--- config.mk ---
export PLATFORM = sky130hd
export DESIGN_NAME = ram_input_loader
export DESIGN_NICKNAME = d
export VERILOG_FILES = /design/src/rtl/ram_input_loader_pkg.sv /design/src/rtl/ram_input_loader.sv
export SDC_FILE = /design/constraint.sdc
export NUM_CORES = 1
export LEC_CHECK = 0
export BUFFER_PORTS_ARGS = -buffer_cell sky130_fd_sc_hd__buf_2
export CORE_MARGIN = 2
export CORE_UTILIZATION = 48
export DETAILED_ROUTE_END_ITERATION = 10
export PLACE_DENSITY_LB_ADDON = 0.25
export SLEW_MARGIN = 25
export SYNTH_ARGS = -nofsm -noshare
export SYNTH_HDL_FRONTEND = slang
export SYNTH_SLANG_ARGS = --single-unit
--- constraint.sdc ---
create_clock -name clk -period 1.7 [get_ports clk]
set_input_delay 0 -clock clk [delete_from_list [all_inputs] [get_ports clk]]
set_output_delay 0 -clock clk [all_outputs]
set_load 0.005 [all_outputs]
--- src/rtl/ram_input_loader_pkg.sv ---
// Shared types for the input-RAM fill path.
// Used by the loader and the downstream sequencer.
package ram_input_loader_pkg;

    typedef enum logic [1:0] {
        IDLE      = 2'd0,
        WAIT_BYTE = 2'd1,
        UNPACK    = 2'd2,
        DONE      = 2'd3
    } loader_state_t;

    localparam int IMG_INPUTS = 784;

endpackage

--- src/rtl/ram_input_loader.sv ---
// Unpacks UART bytes LSB-first into consecutive bits of the 1-bit input RAM.
// Fills one image of NUM_INPUTS bits, then holds done until restarted.
module ram_input_loader
    import ram_input_loader_pkg::*;
#(
    parameter int NUM_INPUTS = IMG_INPUTS,
    parameter int ADDR_WIDTH = 10,
    parameter int BYTE_WIDTH = 8
) (
    input  logic                  clk,
    input  logic                  rst_n,
    input  logic                  start,
    input  logic                  rx_rdy,
    input  logic [BYTE_WIDTH-1:0] rx_data,
    output logic                  clr_rx_rdy,
    output logic                  we,
    output logic [ADDR_WIDTH-1:0] addr,
    output logic                  data,
    output logic                  busy,
    output logic                  done
);

    localparam int BIT_W = (BYTE_WIDTH > 1) ? $clog2(BYTE_WIDTH) : 1;
    localparam logic [ADDR_WIDTH-1:0] LAST_ADDR = ADDR_WIDTH'(NUM_INPUTS - 1);
    localparam logic [BIT_W-1:0] LAST_BIT = BIT_W'(BYTE_WIDTH - 1);

    loader_state_t state;
    loader_state_t state_nxt;
    logic [BYTE_WIDTH-1:0] shift;
    logic [ADDR_WIDTH-1:0] addr_cnt;
    logic [BIT_W-1:0] bit_cnt;
    logic capture;
    logic unpack;
    logic last_addr;

    // start pre-empts a pending byte; it is taken on the following cycle
    assign capture   = (state == WAIT_BYTE) && rx_rdy && !start;
    assign unpack    = (state == UNPACK);
    assign last_addr = (addr_cnt == LAST_ADDR);

    always_comb begin
        state_nxt = state;
        if (start) begin
            state_nxt = WAIT_BYTE;
        end else begin
            unique case (state)
                IDLE: state_nxt = IDLE;
                WAIT_BYTE: begin
                    if (rx_rdy) state_nxt = UNPACK;
                end
                UNPACK: begin
                    if (last_addr) state_nxt = DONE;
                    else if (bit_cnt == LAST_BIT) state_nxt = WAIT_BYTE;
                end
                DONE: state_nxt = DONE;
                default: state_nxt = IDLE;
            endcase
        end
    end

    always_ff @(posedge clk or negedge rst_n) begin
        if (!rst_n) begin
            state    <= IDLE;
            shift    <= '0;
            addr_cnt <= '0;
            bit_cnt  <= '0;
        end else begin
            state <= state_nxt;
            if (start) begin
                addr_cnt <= '0;
                bit_cnt  <= '0;
            end else if (capture) begin
                shift <= rx_data;
            end else if (unpack) begin
                shift   <= shift >> 1;
                bit_cnt <= (bit_cnt == LAST_BIT) ? '0 : bit_cnt + 1'b1;
                // hold on the final address so addr stays in range in DONE
                if (!last_addr) addr_cnt <= addr_cnt + 1'b1;
            end
        end
    end

    assign clr_rx_rdy = capture;
    assign we         = unpack;
    assign data       = unpack & shift[0];
    assign addr       = addr_cnt;
    assign busy       = (state == WAIT_BYTE) || unpack;
    assign done       = (state == DONE);

endmodule

==> qor.txt, run 1 <==
DRT Wirelength - 2.962 mm
Distinct cells, synth - 40
CP max stage cell - or4b_4
Peak VDD IR - 816.1 uV
Area leader, netlist - dfrtp_1
Final hold violation count - 0
Ant diodes - 0
HP Class - input port to flop
Setup violations, final - 1
Post-Syn Instances - 124
GRT Util Overall - 0.2060
Die Ht - 55.87 microns
RSZ-0062 raised after global routing - true
Number of cell rows - 18
Wire per inst - 14.04 microns
Die area - 3121 sq um
Post-route ant nets - 0
Failing checks - setup timing
Initial Util - 0.5119
R2R Setup Slk - -0.03 ns
Detailed Route Iter0 Violations - 25
NumNets Final - 201
Clk root buf - clkbuf_4
Worst Path Required - 1.91 ns
Worst-Skew Late Latency - 0.31 ns
Area of the mapped netlist - 1291 sq um
Rel. slew slack - 0.6560
Crit-path cells - ha_2 -> and3_4 -> or4b_4 -> and2_4 -> mux2_2
Area grow syn2layout - 37.79%
Met2 usage - 0.3537
Min cycle time layout - 1.735 ns
Share of cells above drive strength 1 - 0.4033
CP top delay family - simple AND/OR/NAND/NOR gates
Comb pwr share - 0.413
Worst Setup EP - addr[0]
Die width - 55.87 microns
Clk sinks - 23
Clock share of power - 0.149
Drt first pass iters - 4
Top cell type's share of synthesized area - 0.4457
Worst setup path class - flop to flop
Placed Area - 1580 sq um
Core Area - 2522 sq um
Vias per cell - 5.370
Reg2reg end - addr[0]
TritonCTS Buffers - 3
Post-route core utilization - 0.7054
Yosys reg bits - 23
RR Startpoint - addr[0]
Crit path from - addr[0]
DR vias - 1133
GRT Residual Overflow - 0
Ys Warns - 0
I/O Buffers - 26
CTS tree - done
Placement Setup Slack - -0.05867 ns
Grt met3 use - 0.03256
Leakage Power - 0.9199 nW
Clock transition at path regs - 0.13 ns
CP Max Fanout - 5
Outcome - complete, but fails checks
Pin count of the biggest net entering global routing - 25
Slew at the pin closest to its max-slew limit - 0.5160 ns
Sequential share of power - 0.437
Syn nets - 143
Max-cap viol count - 0
H-tree depth - 1
Initial antenna violation count - 0
Switching power - 579.7 uW
DRC viols - 0
Worst R2R Path Depth - 5
Hpwl dp - 2.197 mm
Final Cycle Share - 1.020
Sequential fraction of the synthesis area - 0.4457
Internal - 1.144 mW
First-pass GRT wire length - 5.092 mm
CP peak stage delay - 0.50 ns
Max-slew violation count - 0
CP Launch Type - flop
PwrDens - 968.9 nW/um^2
Clk buf depth - 2
Crit. End Element - flop
I/O pins - 27
CP Depth - 5
Final WS setup - -0.03459 ns
Buffer and inverter count on the worst path - 0
Number of global-route vias before repair - 1174
Met1 Track Usage GR - 0.2504
Gr busiest metal - met2
Mapped Avg Cell Area - 10.41 sq um
Design Area, Final - 1779 sq um
Gpl congestion - 0.8469
Switching fraction of total power - 0.3362
CP arrival - 1.94 ns
Power Total - 1.724 mW
Max Freq - 576.5 MHz
Top area cells in the synthesized netlist - dfrtp_1 (45%), ha_1 (6.8%), mux2i_1 (6.2%), o21ai_0 (3.5%), nand2_1 (3.5%)
Worst Skew - 0.001730 ns
registers in the layout, indices dropped and copies added (netlist names):
name and cells:
bit_cnt 3, addr 10, state 2, shift 8
final cells by class:
class,instances,area (sq um)
clock buffer,3,22.52
sequential,23,575.6
clock inverter,1,5.005
fill,199,743.2
tap,30,37.54
timing repair buffer,58,404.1
multi-input combinational,93,723.2
inverter,3,11.26
metrics by stage:
stage | hold slack (ns) | TNS (ns) | std cells
2_1_floorplan | -0.2956 | -0.1268 | 124
3_3_place_gp | -0.006929 | 0 | 194
3_5_place_dp | 0.003742 | -0.1013 | 194
4_1_cts | 0.08734 | -0.06346 | 211
5_1_grt | 0.1168 | -0.4113 | 211
6_report | 0.1171 | -0.03459 | 211
how the worst min path moves through the flow:
| stage | depth (start not counted) | startpoint | end |
|---|---|---|---|
| after global routing | 2 | start | addr[8] |
| after global placement | 1 | rst_n | shift[5] |
| after CTS | 2 | start | addr[5] |
| after floorplan | 0 | rst_n | addr[0] |
| after detailed placement | 1 | rst_n | shift[5] |
| final | 2 | start | addr[5] |
routing by layer:
layer,share of wire,vias to the layer above,wire [microns]
met4,0.016,0,46
met5,0,-,0
met2,0.50,29,1473
li1,-,563,-
met1,0.44,537,1311
met3,0.044,4,130
placed cells by master (no fill, tap or decap), drive strengths merged, types with 2 or more instances in the layout:
| cell type | instances |
|---|---|
| and3 | 2 |
| clkbuf | 3 |
| buf | 49 |
| and4 | 2 |
| dlygate4sd3 | 9 |
| nor2 | 11 |
| inv | 3 |
| dfrtp | 23 |
| o21ai | 11 |
| a21boi | 2 |
| o2111ai | 3 |
| a21oi | 4 |
| ha | 7 |
| nand2 | 12 |
| mux2i | 8 |
| and2 | 4 |
| nor3 | 3 |
| mux2 | 2 |
| a22o | 3 |
| or4 | 2 |
| xor2 | 4 |
cells by family after synthesis:
family / count (synthesis) / synth area share
mux: 10 / 0.07946
flops: 23 / 0.4457
simple gates: 43 / 0.1938
compound gates: 29 / 0.1531
xor+xnor: 4 / 0.02713
fa+ha+maj: 7 / 0.06783
buf+inv: 8 / 0.03295
synthesized netlist by cell type:
library cell,number
inv_1,3
a32o_1,1
or4b_4,1
nor3_2,1
nor2_1,11
and3_4,1
a21boi_2,2
dfrtp_1,23
o2111ai_1,3
and2_4,1
and2_2,1
or4_1,2
clkbuf_1,2
a21oi_1,4
a22o_1,3
xor2_1,4
or3b_2,1
mux2i_1,8
nor3_1,2
o21ai_1,2
and3_1,1
nand3b_1,1
o31ai_1,1
nand2_1,12
ha_1,7
nand4bb_1,1
or2b_2,1
a211oi_1,1
and3b_1,1
buf_6,1
and2_1,2
mux2_2,2
o221ai_1,1
buf_4,1
or2_2,1
o211ai_1,1
a31oi_1,1
buf_2,1
o21ai_0,9
and4_1,2
power by group through the flow:
stage          Sequential, mW  Clock (mW)  Combinational [mW]
5_1_grt                 0.767       0.285               0.792
2_1_floorplan           0.746           0               0.355
3_5_place_dp            0.759           0               0.598
4_1_cts                 0.744       0.268               0.683
3_3_place_gp            0.747           0               0.558
6_report                0.754       0.258               0.712
what timing repair did:
item,4_1_cts,5_1_grt
hold buffers,9,0
pin swaps,0,4
resized for setup,4,9
hold endpoints to repair,31,0
endpoints found under the setup margin,6,13
setup buffers,4,0
(Power assumes the default switching activity.)
==> inputs of run 2 (changes only) <==
Settings changed: CORE_UTILIZATION 48 to 35, CTS_CLUSTER_SIZE set to 30.
==> run 2 against run 1 <==
Net effect:
- the flow still finishes with violations (setup timing)
- final area increased by 5.6%
- clock skew grew 0.0019 ns
- maximum frequency shrank 0.11%
==> qor.txt, run 2 (synthesis gave the netlist of run 1 again) <==
Area grow syn2layout - 45.54% (was 37.79%)
I/O pins - 27 (unchanged)
CP Launch Type - flop (unchanged)
NumNets Final - 208 (was 201)
Max-slew violation count - 0 (unchanged)
Gpl congestion - 0.7880 (was 0.8469)
DRT Wirelength - 2.901 mm (was 2.962 mm)
Comb pwr share - 0.405 (was 0.413)
Share of cells above drive strength 1 - 0.4309 (was 0.4033)
Worst Path Required - 1.85 ns (was 1.91 ns)
Switching power - 564.7 uW (was 579.7 uW)
Post-route core utilization - 0.5212 (was 0.7054)
Fillers - 341 (was 199)
Rel. slew slack - 0.6505 (was 0.6560)
Slew at the pin closest to its max-slew limit - 0.5242 ns (was 0.5160 ns)
Largest register FFs - 10 (unchanged)
Final WS setup - -0.03654 ns (was -0.03459 ns)
Number of global-route vias before repair - 1114 (was 1174)
CP peak stage delay - 0.50 ns (about the same)
Power Total - 1.830 mW (was 1.724 mW)
First-pass GRT wire length - 5.030 mm (was 5.092 mm)
Max-cap viol count - 0 (unchanged)
Leakage Power - 0.9719 nW (was 0.9199 nW)
Ant diodes - 0 (unchanged)
Number of cell rows - 22 (was 18)
Sequential share of power - 0.411 (was 0.437)
Switching fraction of total power - 0.3085 (was 0.3362)
Die width - 64.74 microns (was 55.87 microns)
Clock share of power - 0.183 (was 0.149)
Worst Skew - 0.003597 ns (was 0.001730 ns)
Worst setup path class - flop to flop (unchanged)
Die Ht - 64.74 microns (was 55.87 microns)
Crit-path cells - ha_2 -> and3_4 -> or4b_4 -> and2_4 -> mux2_2 (unchanged)
H-tree depth - 1 (unchanged)
Setup violations, final - 4 (was 1)
Clk sinks - 23 (unchanged)
Pin count of the biggest net entering global routing - 25 (unchanged)
Vias per cell - 4.890 (was 5.370)
I/O Buffers - 26 (unchanged)
Post-route ant nets - 0 (unchanged)
CP Max Fanout - 5 (unchanged)
Die area - 4191 sq um (was 3121 sq um)
Internal - 1.266 mW (was 1.144 mW)
Clk buf depth - 2 (unchanged)
CP arrival - 1.89 ns (was 1.94 ns)
Initial Util - 0.3581 (was 0.5119)
Core Area - 3606 sq um (was 2522 sq um)
Initial antenna violation count - 0 (unchanged)
DR vias - 1154 (was 1133)
CP max stage cell - or4b_4 (unchanged)
Clk root buf - clkbuf_8 (was clkbuf_4)
Commonest non-fill, non-tap cell in the layout - buf_4 (was buf_2)
Failing checks - setup timing (unchanged)
Footprint of the multi-input gates - 738.2 sq um (was 723.2 sq um)
Final hold violation count - 0 (unchanged)
Min cycle time layout - 1.737 ns (was 1.735 ns)
Wire per inst - 12.29 microns (was 14.04 microns)
Final Cycle Share - 1.021 (was 1.020)
HP Class - input port to flop (unchanged)
DRC viols - 0 (unchanged)
Peak VDD IR - 482.9 uV (was 816.1 uV)
CTS tree - done (unchanged)
Detailed Route Iter0 Violations - 18 (was 25)
Clock transition at path regs - 0.08 ns (was 0.13 ns)
Placement Setup Slack - -0.09419 ns (was -0.05867 ns)
GRT Residual Overflow - 0 (unchanged)
Worst-Skew Late Latency - 0.26 ns (was 0.31 ns)
PwrDens - 974.0 nW/um^2 (was 968.9 nW/um^2)
Reg area - 575.6 sq um (unchanged)
Hpwl dp - 2.109 mm (was 2.197 mm)
Outcome - complete, but fails checks (unchanged)
TritonCTS Buffers - 3 (unchanged)
GRT Util Overall - 0.1518 (was 0.2060)
Most frequent cells in the layout - buf_4 (29), buf_2 (26), dfrtp_1 (23) (was buf_2 (26), dfrtp_1 (23), buf_4 (20))
Max Freq - 575.9 MHz (was 576.5 MHz)
RSZ-0062 raised after global routing - true (unchanged)
Crit. End Element - flop (unchanged)
Drt first pass iters - 4 (unchanged)
[run 2: cell types whose count changed in the layout (fill, tap and decap cells not counted), moves of 2 or more]
| cell | change |
|---|---|
| clkbuf_4 | -3 |
| buf_6 | -2 |
| clkbuf_8 | +3 |
| buf_4 | +9 |
[run 2: what timing repair did]
item,in CTS,in global routing
setup endpoints to repair,6,8
buffers inserted,5,5
hold endpoints to repair,31,0
cloned,0,0
resized for setup,6,10
pin swaps,1,5
hold buffers,9,0
[run 2: area by class of cell]
cell class | count | share of cell area
multi-input cells | 93 | 0.3928
clock buffers | 4 | 0.02397
flip-flops and latches | 23 | 0.3063
inverters | 3 | 0.005992
repair buffers | 65 | 0.2390
well taps | 48 | 0.03196
[run 2: worst max-delay path, delay by kind of cell, from the launching register on]
family,cells,cell delay [ns]
flops,1,0.37
fa+ha+maj,1,0.18
simple gates,3,0.84
mux,1,0.25
[run 2: path summary, 6_finish.rpt]
| path | start | endpoint | slack, ns | cells after the start |
|---|---|---|---|---|
| worst max register to register | addr[1] | addr[0] | -0.04 | 5 |
| worst min register to register | bit_cnt[2] | bit_cnt[2] | 0.53 | 1 |
| worst min-delay path | start | addr[5] | 0.16 | 2 |
| max in group asynchronous | rst_n | state[0] | 1.11 | 2 |
| min in group asynchronous | rst_n | addr[5] | 0.24 | 2 |
| worst max-delay path | addr[1] | addr[0] | -0.04 | 5 |
[run 2: through the flow]
step           hold slack (ns)  cell area (sq um)  setup TNS, ns  std cells
4_1_cts                 0.1375               1808       -0.03999        231
2_1_floorplan          -0.2956               1301        -0.1268        124
5_1_grt                 0.1722               1879        -0.4780        236
3_3_place_gp          0.006660               1610       -0.08620        213
6_report                0.1562               1879       -0.04789        236
3_5_place_dp          0.003716               1610        -0.1913        213
[run 2: power by group through the flow]
stage | Combinational, mW | Clock, mW | Sequential [mW]
finish | 0.742 | 0.335 | 0.753
global route | 0.836 | 0.382 | 0.769
CTS | 0.677 | 0.350 | 0.751
detailed placement | 0.562 | 0 | 0.761
global placement | 0.547 | 0 | 0.753
floorplan | 0.355 | 0 | 0.746
[run 2: per-layer routing]
layer | GRT usage | vias to the layer above | share of wire
met2 | 0.2680 | 21 | 0.52
met1 | 0.1938 | 555 | 0.44
met5 | 0 | - | 0
li1 | - | 576 | -
met4 | 0.01596 | 0 | 0.0048
met3 | 0.03646 | 2 | 0.035
==> inputs of run 3 (changes only) <==
Settings changed: ABC_AREA set to 1.
Clock period 1.7 ns to 2.1 ns, I/O delays scaled along.
==> run 3 against run 2 <==
Net effect:
- the flow now finishes without violations
- sequential share of layout area increased by 3.0 points
- total power decreased by 19%
- die area increased by 9.0%
- non-clock buffer count decreased by 29
- global-route usage decreased by 0.30 points
- synthesized cell count increased by 45%
- combinational power decreased by 27%
- maximum frequency increased by 3.9%
- count of clock-buffer cells in the layout unchanged
- clock power decreased by 16%
- sequential power decreased by 13%
- critical endpoint is now addr[6]
- largest cell class unchanged
==> qor.txt, run 3 <==
Most frequent cell after synthesis - nand2_1 (was dfrtp_1)
Largest family of logic cells by synthesized area - simple AND/OR/NAND/NOR gates (unchanged)
Share of cells above drive strength 1 - 0.2315 (was 0.4309)
Sequential fraction of the synthesis area - 0.4067 (was 0.4457)
Area leader, netlist - dfrtp_1 (unchanged)
Final WS setup - 0.4281 ns (was -0.03654 ns)
Number of global-route vias before repair - 1150 (was 1114)
Initial Util - 0.3589 (was 0.3581)
Post-synthesis xor/xnor area fraction - 0.006189 (was 0.02713)
CP Max Fanout - 20 (was 5)
Crit. End Element - flop (unchanged)
Post-route core utilization - 0.4341 (was 0.5212)
Leakage Power - 0.8719 nW (was 0.9719 nW)
Final hold violation count - 0 (unchanged)
Outcome - completed (was complete, but fails checks)
Yosys reg bits - 23 (unchanged)
Area grow syn2layout - 20.95% (was 45.54%)
Pin count of the biggest net entering global routing - 24 (was 25)
Slew at the pin closest to its max-slew limit - 0.5480 ns (was 0.5242 ns)
DRT Wirelength - 2.900 mm (was 2.901 mm)
Synth Flop Type - dfrtp_1 (unchanged)
Area of the mapped netlist - 1415 sq um (was 1291 sq um)
PwrDens - 864.5 nW/um^2 (was 974.0 nW/um^2)
Commonest cells in the netlist - nand2_1 (54), inv_1 (27), dfrtp_1 (23), nand3_1 (13), o21ai_2 (11) (was dfrtp_1 (23), nand2_1 (12), nor2_1 (11), o21ai_0 (9), mux2i_1 (8))
Design Area, Final - 1712 sq um (was 1879 sq um)
Max-cap viol count - 0 (unchanged)
Placed Area - 1577 sq um (was 1610 sq um)
Initial antenna violation count - 0 (unchanged)
Max-slew violation count - 0 (unchanged)
Crit-path cells - inv_1 -> ha_1 -> nand3_2 -> inv_2 -> a21oi_4 -> o21ai_2 -> buf_4 -> nand2_1 -> o21ai_2 (was ha_2 -> and3_4 -> or4b_4 -> and2_4 -> mux2_2)
GRT Util Overall - 0.1488 (was 0.1518)
Worst setup path class - flop to flop (unchanged)
Placement Setup Slack - 0.4295 ns (was -0.09419 ns)
CP max stage cell - dfrtp_1 (was or4b_4)
Fillers - 410 (was 341)
Syn nets - 199 (was 143)
Crit-path most repeated cell - o21ai_2
Post-route ant nets - 0 (unchanged)
Vias per cell - 4.583 (was 4.890)
Max Freq - 598.1 MHz (was 575.9 MHz)
H-tree depth - 1 (unchanged)
RSZ-0062 raised after global routing - false (was true)
Non-filler cells, final - 266 (was 236)
Post-Syn Instances - 180 (was 124)
Clk buf depth - 2 (unchanged)
DR vias - 1219 (was 1154)
I/O Buffers - 26 (unchanged)
R2R Setup Slk - 0.43 ns (was -0.04 ns)
Die width - 67.59 microns (was 64.74 microns)
CP arrival - 1.87 ns (was 1.89 ns)
I/O pins - 27 (unchanged)
Ant diodes - 0 (unchanged)
Most frequent cells in the layout - nand2_1 (54), inv_1 (27), buf_2 (26) (was buf_4 (29), buf_2 (26), dfrtp_1 (23))
Drt first pass iters - 4 (unchanged)
Die Ht - 67.59 microns (was 64.74 microns)
Cells after DPL - 253 (was 213)
Power Total - 1.480 mW (was 1.830 mW)
Commonest non-fill, non-tap cell in the layout - nand2_1 (was buf_4)
Post-synth EDFFs - 0 (unchanged)
Clock transition at path regs - 0.09 ns (was 0.08 ns)
HP Class - input port to flop (unchanged)
Mux cell area share after synthesis - 0 (was 0.07946)
GRT Residual Overflow - 0 (unchanged)
Peak VDD IR - 440.5 uV (was 482.9 uV)
Async SR Flop Fraction - 1.000 (unchanged)
Ys Warns - 0 (unchanged)
Worst Path Required - 2.30 ns (was 1.85 ns)
Post-Synth Adder-Cell Area - 0.06189 (was 0.06783)
Min cycle time layout - 1.672 ns (was 1.737 ns)
Largest register FFs - 10 (unchanged)
Compound-gate portion of the synthesized area - 0.1547 (was 0.1531)
Distinct cells, synth - 28 (was 40)
Die area - 4568 sq um (was 4191 sq um)
Hpwl dp - 2.115 mm (was 2.109 mm)
Rel. slew slack - 0.6347 (was 0.6505)
Final TNS setup - 0 ns (was -0.04789 ns)
CTS tree - done (unchanged)
CP peak stage delay - 0.44 ns (was 0.50 ns)
TritonCTS Buffers - 3 (unchanged)
Worst Skew - 0.006440 ns (was 0.003597 ns)
Post-CTS Repair Setup Buffers - 0 (was 5)
Top area cells in the synthesized netlist - dfrtp_1 (41%), nand2_1 (14%), inv_1 (7.2%), o21ai_2 (6.8%), ha_1 (6.2%) (was dfrtp_1 (45%), ha_1 (6.8%), mux2i_1 (6.2%), o21ai_0 (3.5%), nand2_1 (3.5%))
Clk root buf - clkbuf_8 (unchanged)
Number of cell rows - 23 (was 22)
Clk sinks - 23 (unchanged)
Wire per inst - 10.90 microns (was 12.29 microns)
Final Cycle Share - 0.7961 (was 1.021)
Top cell type's share of synthesized area - 0.4067 (was 0.4457)
Mapped Avg Cell Area - 7.862 sq um (was 10.41 sq um)
Worst-Skew Late Latency - 0.27 ns (was 0.26 ns)
CP Launch Type - flop (unchanged)
Setup violations, final - 0 (was 4)
DRC viols - 0 (unchanged)
Worst hold slack - 0.09219 ns (was 0.1562 ns)
First-pass GRT wire length - 5.133 mm (was 5.030 mm)
NumNets Final - 236 (was 208)
Gpl congestion - 0.7743 (was 0.7880)
Detailed Route Iter0 Violations - 34 (was 18)
Simple-gate portion of the synthesized area - 0.2608 (was 0.1938)
Core Area - 3943 sq um (was 3606 sq um)
-- run 3: cell count changes in the layout (fill, tap and decap cells not counted), sizes merged, moves of 3 or more --
cell | before | now
nand2 | 12 | 55
and2 | 4 | 0
inv | 3 | 30
o2111ai | 3 | 0
mux2i | 8 | 0
a22o | 3 | 0
buf | 56 | 27
o221ai | 1 | 4
nand3 | 0 | 15
xor2 | 4 | 0
o21ai | 11 | 18
-- run 3: critical path: cells and delay by family, from the launching register on --
kind	cells	cell delay, ns
adder cells (fa/ha/maj)	1	0.18
AO/OA/AOI/OAI	3	0.20
flip-flops	1	0.44
buffers and inverters	3	0.58
AND/OR/NAND/NOR	2	0.20
-- run 3: final cells by class --
class / instances / area (sq um) / share of cell area
well taps: 50 / 62.56 / 0.03655
clock buffers: 4 / 45.04 / 0.02632
inverters: 31 / 116.4 / 0.06798
repair buffers: 36 / 227.7 / 0.1330
flip-flops and latches: 23 / 575.6 / 0.3363
multi-input cells: 122 / 684.4 / 0.3999
-- run 3: cells by family (layout without fill, tap and decap cells) --
kind of cell    after synthesis  count (layout)
fa+ha+maj                     7               7
flops                        23              23
compound gates               28              28
simple gates                 86              86
xor+xnor                      1               1
buf+inv                      35              71
-- run 3: path summary, 6_finish.rpt --
path / endpoint / depth (start not counted) / from
worst min-delay path: state[1] / 4 / start
min in group asynchronous: addr[2] / 2 / rst_n
worst min register to register: shift[4] / 2 / shift[4]
worst max register to register: addr[6] / 9 / state[1]
worst max-delay path: addr[6] / 9 / state[1]
max in group asynchronous: shift[0] / 2 / rst_n
-- run 3: layer usage --
| layer | global-route usage | wire length [microns] |
|---|---|---|
| met1 | 0.1901 | 1406 |
| met2 | 0.2451 | 1312 |
| met3 | 0.02333 | 123 |
| met4 | 0.06888 | 58 |
| met5 | 0 | 0 |
-- run 3: timing repair --
| item | 4_1_cts | 5_1_grt |
|---|---|---|
| resized for setup | 0 | 0 |
| endpoints found under the hold margin | 31 | 0 |
| hold buffers | 9 | 0 |
-- run 3: power by group --
part	internal (mW)	switching (mW)
sequential	0.563	0.0883
clock	0.136	0.148
combinational	0.224	0.321
